===== src/rtl/core_pkg.sv =====
// Shared widths and operand/ROB-read record types for the rename/operand stage.
// The operand record is what the reservation station consumes; the ROB read record is what the ROB returns.
package core_pkg;

  localparam int NREG  = 32;
  localparam int TAG_W = 6;
  localparam int XLEN  = 32;
  localparam int REG_W = $clog2(NREG);

  typedef logic [TAG_W-1:0] tag_t;
  typedef logic [XLEN-1:0]  data_t;
  typedef logic [REG_W-1:0] reg_idx_t;

  typedef struct packed {
    logic  ready;
    tag_t  tag;
    data_t data;
  } operand_t;

  typedef struct packed {
    logic  valid;
    data_t data;
  } rob_rd_t;

  function automatic operand_t make_operand(input logic ready, input tag_t tag, input data_t data);
    operand_t w_res;
    w_res.ready = ready;
    w_res.tag   = tag;
    w_res.data  = data;
    return w_res;
  endfunction

endpackage


===== src/rtl/arf_bank.sv =====
// Architectural register file: NREG x XLEN flops, two async read ports, one write port.
// x0 is never written and always reads as zero.
import core_pkg::*;

module arf_bank (
  input  logic              clk,
  input  logic              reset,
  input  logic              i_we,
  input  logic [REG_W-1:0]  i_waddr,
  input  logic [XLEN-1:0]   i_wdata,
  input  logic [REG_W-1:0]  i_raddr1,
  input  logic [REG_W-1:0]  i_raddr2,
  output logic [XLEN-1:0]   o_rdata1,
  output logic [XLEN-1:0]   o_rdata2
);

  logic [XLEN-1:0] r_regs [NREG];

  // NOTE: the register file must read zero straight out of reset, so every entry
  // is cleared on reset and the array is built from flops rather than a RAM macro.
  // NOTE: sequential state is updated with non-blocking assignments only.
  always_ff @(posedge clk or posedge reset) begin
    if (reset) begin
      for (int i = 0; i < NREG; i++) begin
        r_regs[i] <= '0;
      end
    end else if (i_we && (i_waddr != '0)) begin
      r_regs[i_waddr] <= i_wdata;
    end
  end

  assign o_rdata1 = (i_raddr1 == '0) ? '0 : r_regs[i_raddr1];
  assign o_rdata2 = (i_raddr2 == '0) ? '0 : r_regs[i_raddr2];

endmodule


===== src/rtl/register_status_table.sv =====
// Rename/operand stage: per-register busy bit and newest-producer ROB tag, source resolution
// against ARF / commit bypass / ROB, dispatch renaming and commit retirement.
import core_pkg::*;

module register_status_table (
  input  logic              clk,
  input  logic              reset,
  input  logic              stall,
  input  logic              flush,
  input  logic [REG_W-1:0]  dc_rs1,
  input  logic [REG_W-1:0]  dc_rs2,
  input  logic [REG_W-1:0]  dc_rd,
  input  logic              dc_rd_we,
  input  logic [TAG_W-1:0]  free_entry,
  output logic [TAG_W-1:0]  tag1,
  output logic [TAG_W-1:0]  tag2,
  input  rob_rd_t           rob_data1,
  input  rob_rd_t           rob_data2,
  input  logic              commit_we,
  input  logic [5:0]        commit_dest,
  input  logic [TAG_W-1:0]  commit_tag,
  input  logic [XLEN-1:0]   commit_data,
  output operand_t          op1,
  output operand_t          op2
);

  logic [NREG-1:0]  r_busy;
  logic [TAG_W-1:0] r_map [NREG];

  logic [REG_W-1:0] w_cdest;
  logic             w_commit_ok;
  logic             w_dispatch;
  logic [XLEN-1:0]  w_arf1;
  logic [XLEN-1:0]  w_arf2;

  assign w_cdest     = commit_dest[REG_W-1:0];
  assign w_commit_ok = commit_we && !commit_dest[5] && (w_cdest != '0);
  assign w_dispatch  = !stall && !flush && dc_rd_we && (dc_rd != '0);

  arf_bank u_arf (
    .clk      (clk),
    .reset    (reset),
    .i_we     (w_commit_ok),
    .i_waddr  (w_cdest),
    .i_wdata  (commit_data),
    .i_raddr1 (dc_rs1),
    .i_raddr2 (dc_rs2),
    .o_rdata1 (w_arf1),
    .o_rdata2 (w_arf2)
  );

  // Commit clears busy only when it retires the newest producer; a same-cycle rename
  // is written after it so dispatch wins, and flush drops every in-flight mapping.
  always_ff @(posedge clk or posedge reset) begin
    if (reset) begin
      r_busy <= '0;
      for (int i = 0; i < NREG; i++) begin
        r_map[i] <= '0;
      end
    end else if (flush) begin
      r_busy <= '0;
    end else begin
      if (w_commit_ok && (r_map[w_cdest] == commit_tag)) begin
        r_busy[w_cdest] <= 1'b0;
      end
      if (w_dispatch) begin
        r_busy[dc_rd] <= 1'b1;
        r_map[dc_rd]  <= free_entry;
      end
    end
  end

  function automatic operand_t resolve(
    input logic [REG_W-1:0] rs,
    input logic             busy,
    input logic [TAG_W-1:0] map,
    input logic [XLEN-1:0]  arf,
    input rob_rd_t          rob,
    input logic             c_we,
    input logic [TAG_W-1:0] c_tag,
    input logic [XLEN-1:0]  c_data
  );
    operand_t w_res;
    if (rs == '0) begin
      w_res = make_operand(1'b1, '0, '0);
    end else if (!busy) begin
      w_res = make_operand(1'b1, '0, arf);
    end else if (c_we && (c_tag == map)) begin
      w_res = make_operand(1'b1, '0, c_data);
    end else if (rob.valid) begin
      w_res = make_operand(1'b1, '0, rob.data);
    end else begin
      w_res = make_operand(1'b0, map, '0);
    end
    return w_res;
  endfunction

  // Sources see the state before this cycle's rename, so rd==rsN needs no special case.
  assign tag1 = r_busy[dc_rs1] ? r_map[dc_rs1] : '0;
  assign tag2 = r_busy[dc_rs2] ? r_map[dc_rs2] : '0;

  assign op1 = resolve(dc_rs1, r_busy[dc_rs1], r_map[dc_rs1], w_arf1, rob_data1,
                       commit_we, commit_tag, commit_data);
  assign op2 = resolve(dc_rs2, r_busy[dc_rs2], r_map[dc_rs2], w_arf2, rob_data2,
                       commit_we, commit_tag, commit_data);

endmodule

===== config.mk =====
export PLATFORM = sky130hd
export DESIGN_NAME = register_status_table
export DESIGN_NICKNAME = d
export VERILOG_FILES = /design/src/rtl/core_pkg.sv /design/src/rtl/arf_bank.sv /design/src/rtl/register_status_table.sv
export SDC_FILE = /design/constraint.sdc
export NUM_CORES = 2
export LEC_CHECK = 0
export ABC_CLOCK_PERIOD_IN_PS = 38100
export CORE_AREA = 5 5 455 457
export CTS_BUF_LIST = sky130_fd_sc_hd__clkbuf_16
export DETAILED_ROUTE_END_ITERATION = 10
export DIE_AREA = 0 0 460 462
export GPL_TIMING_DRIVEN = 0
export SLEW_MARGIN = 20
export SYNTH_ARGS = -nofsm -noshare
export SYNTH_HDL_FRONTEND = slang
export SYNTH_HIERARCHICAL = 1
export SYNTH_SLANG_ARGS = --single-unit

===== constraint.sdc =====
create_clock -name clk -period 38.1 [get_ports clk]
set_input_delay 3.81 -clock clk [delete_from_list [all_inputs] [get_ports clk]]
set_output_delay 3.81 -clock clk [all_outputs]
set_load 0.01 [all_outputs]

==> impl_results.md <==
- Total GRT Usage: 0.3061
- Synth Cell Area: roughly 70000 um^2
- Worst slack at placement: 23.58 ns
- Top post-synthesis cells by area: dfrtp_1 (44%), mux2_2 (20%), mux4_2 (15%)
- Hold Path Class: reg2reg
- Post-synthesis register bit count: 1248
- Syn nets: 5224
- Hold_ws: 0.4799 ns
- Req. time, crit path: 34.29 ns
- Post-Layout Inst Area: 81280 um^2
- I/O pins: 227
- Area grow syn2layout: 15.55%
- Top-count cell post-synth: dfrtp_1
- Total clock buffers created by CTS: 145
- Initial antenna violation count: 35
- Worst-path fanout max: 10
- CORE AREA: slightly above 200000 um^2
- Final setup fails: 0
- Max clock buf depth: 3
- Sequential share of the synthesized area: 0.4439
- Share of layout cells above drive strength 1: 0.3969
- Hold Buf Count CTS: 0
- Final Cycle Share: 0.3899
- CP Class: in2out
- Starting Density: 0.3463
- Fin. Hold Viols: 0
- Port bufs: 221
- Drt pass-1 iters: 8
- Number of nets in the layout: 5625
- Post-cts resize count: 0
- Clock sinks: approximately 1200
- Max-slew headroom: 0.08238
- Max rail drop VDD: approximately 0.039 mV
- Num rows: around 170
- Setup crit end kind: primary output
- Detail Route Antenna Nets: 0
- WL final: 333300 um
- Worst EP arrival: 11.04 ns
- Post-synth top flop: dfrtp_1
- Power density cells: 45.86 nW/um^2
- Initial DRC count: 8064
- Die X: roughly 460 um
- Vias after detailed routing: 54550
- RSZ-0062 raised after global routing: no
- Post-synth EDFFs: 0
- Least-Margin Pin Slew: 1.376 ns
- Clock latency on the worst-skew pair: 0.82 ns
- CTS tree: done
- Power Total: 0.003728 W
- Wire length of the first global-routing pass: 449300 um
- Post-CTS Setup Inserts: 0
- Post-route minimum period: 14.85 ns
- Max_cap viols: 0
- Mapped Cells: roughly 5100
- Remaining DRCs: 0
- Fmax: approximately 67 MHz
- # placed instances: 8029
- Status: completed
- Post-Layout Cell Count: 8314
- GP Congestion: between 1 and 1.5
- Avg WL per Cell: between 40 and 50 um
- Vias in the first global route: around 53000
- Ys async rst share: 1.000
- Die Footprint: 212500 um^2
- Pin count of the biggest net entering global routing: about 110
- Post-DP HPWL: 241900 um
- Overflow after GRT: 0
- Setup ws final: 23.25 ns
- Syn avg cell area: 13.83 um^2
- Synth top area share: 0.4439
- Via/cell ratio: between 6 and 7
- Post-synth top cells: dfrtp_1 (1248), mux2_2 (1234), mux4_2 (473), mux2i_1 (422), clkbuf_1 (328)
- DP Area: 76680 um^2
- Yosys warns: 6
- Slew Viols, Final: 0
- Largest area contributor in the netlist: dfrtp_1
- Lkg Pwr: 35.57 nW
- Max Clock Skew: 0.03162 ns
- Die Ht: 462 um
- Synth cell types: 64
- H-tree levels: 4
- Root cell of the clock tree: clkbuf_16
- Crit start category: primary input
- Worst-path clk slew: 0.06 ns
-- layout make-up --
cell class,instances,area [um^2]
Tap cell,2688,3363
Multi-Input combinational cell,3252,36520
Antenna cell,25,62.56
Clock inverter,112,813.3
Clock buffer,148,3704
Fill cell,19060,121800
Sequential cell,1248,31230
Inverter,20,90.09
Buffer,567,2744
Timing Repair Buffer,254,2758
-- worst max-delay path, cell delays in order --
cell	delay, ns
clkdlybuf4s50_1	0.97
buf_2	0.60
clkbuf_1	0.81
nand2_1	0.53
o22ai_1	0.30
nor2_1	0.07
a31oi_2	0.66
nor2b_1	1.12
clkbuf_1	0.96
and2_1	0.28
a221o_1	0.29
clkdlybuf4s50_1	0.62
-- power by group --
group          leakage [nW]  switching, W  internal [W]  total [W]
logic                  16.5      0.000403      0.000353   0.000757
registers              16.7      0.000132       0.00148    0.00161
clock network          2.34      0.000608      0.000749    0.00136
-- worst paths after layout --
kind	start	endpoint	slack (ns)	cells past startpoint
worst max-delay path	dc_rs1[2]	op1[15]	23.25	12
worst min-delay path	u_arf/r_regs[1011]$_DFFE_PP0P_	u_arf/r_regs[1011]$_DFFE_PP0P_	0.48	1
worst max register to register	r_map[35]$_DFFE_PP0P_	r_busy[2]$_DFF_PP0_	34.25	9
worst min register to register	u_arf/r_regs[1011]$_DFFE_PP0P_	u_arf/r_regs[1011]$_DFFE_PP0P_	0.48	1
max in group asynchronous	reset	u_arf/r_regs[869]$_DFFE_PP0P_	32.68	5
min in group asynchronous	reset	u_arf/r_regs[17]$_DFFE_PP0P_	3.63	2
-- layer usage --
metal | global-route usage | routed length [um] | vias up
met3 | 0.1149 | 42670 | 989
met4 | 0.2066 | 26620 | 10
met1 | 0.3919 | 125600 | 28990
li1 | - | - | 20520
met5 | 0 | 71 | -
met2 | 0.4297 | 138400 | 4039
-- cells by family (layout without fill, tap and decap cells) --
| group | Yosys count | after routing | synth area share |
|---|---|---|---|
| flip-flops | 1248 | 1248 | 0.4439 |
| AND/OR/NAND/NOR | 478 | 478 | 0.03737 |
| AO/OA/AOI/OAI | 631 | 631 | 0.06860 |
| XOR/XNOR | 14 | 14 | 0.001743 |
| other | 0 | 25 | 0 |
| buffers and inverters | 587 | 1101 | 0.03933 |
| multiplexers | 2129 | 2129 | 0.4090 |
-- through the flow --
stage | setup TNS (ns) | utilization
after floorplan | 0 | -
after global placement | -6686.79 | 0.3738
after detailed placement | 0 | 0.3775
after CTS | 0 | 0.3997
after global routing | 0 | 0.3999
final | 0 | 0.4002
-- state kept, by name, indices dropped and copies added, names as in the netlist --
signal	flops
r_map	192
u_arf/r_regs	1024
r_busy	32
-- layout by cell type (no fill, tap or decap), types with 62 or more instances in the layout --
| cell | count |
|---|---|
| buf_2 | 111 |
| clkdlybuf4s50_1 | 217 |
| and2_1 | 107 |
| mux2_2 | 1234 |
| mux4_2 | 473 |
| clkbuf_16 | 148 |
| nand2_1 | 88 |
| a221o_1 | 65 |
| clkbuf_1 | 292 |
| a21oi_1 | 98 |
| dfrtp_1 | 1248 |
| a22oi_1 | 153 |
| mux2i_1 | 422 |
| nor2_1 | 62 |
Note: power is estimated with default switching activity, not from simulation.
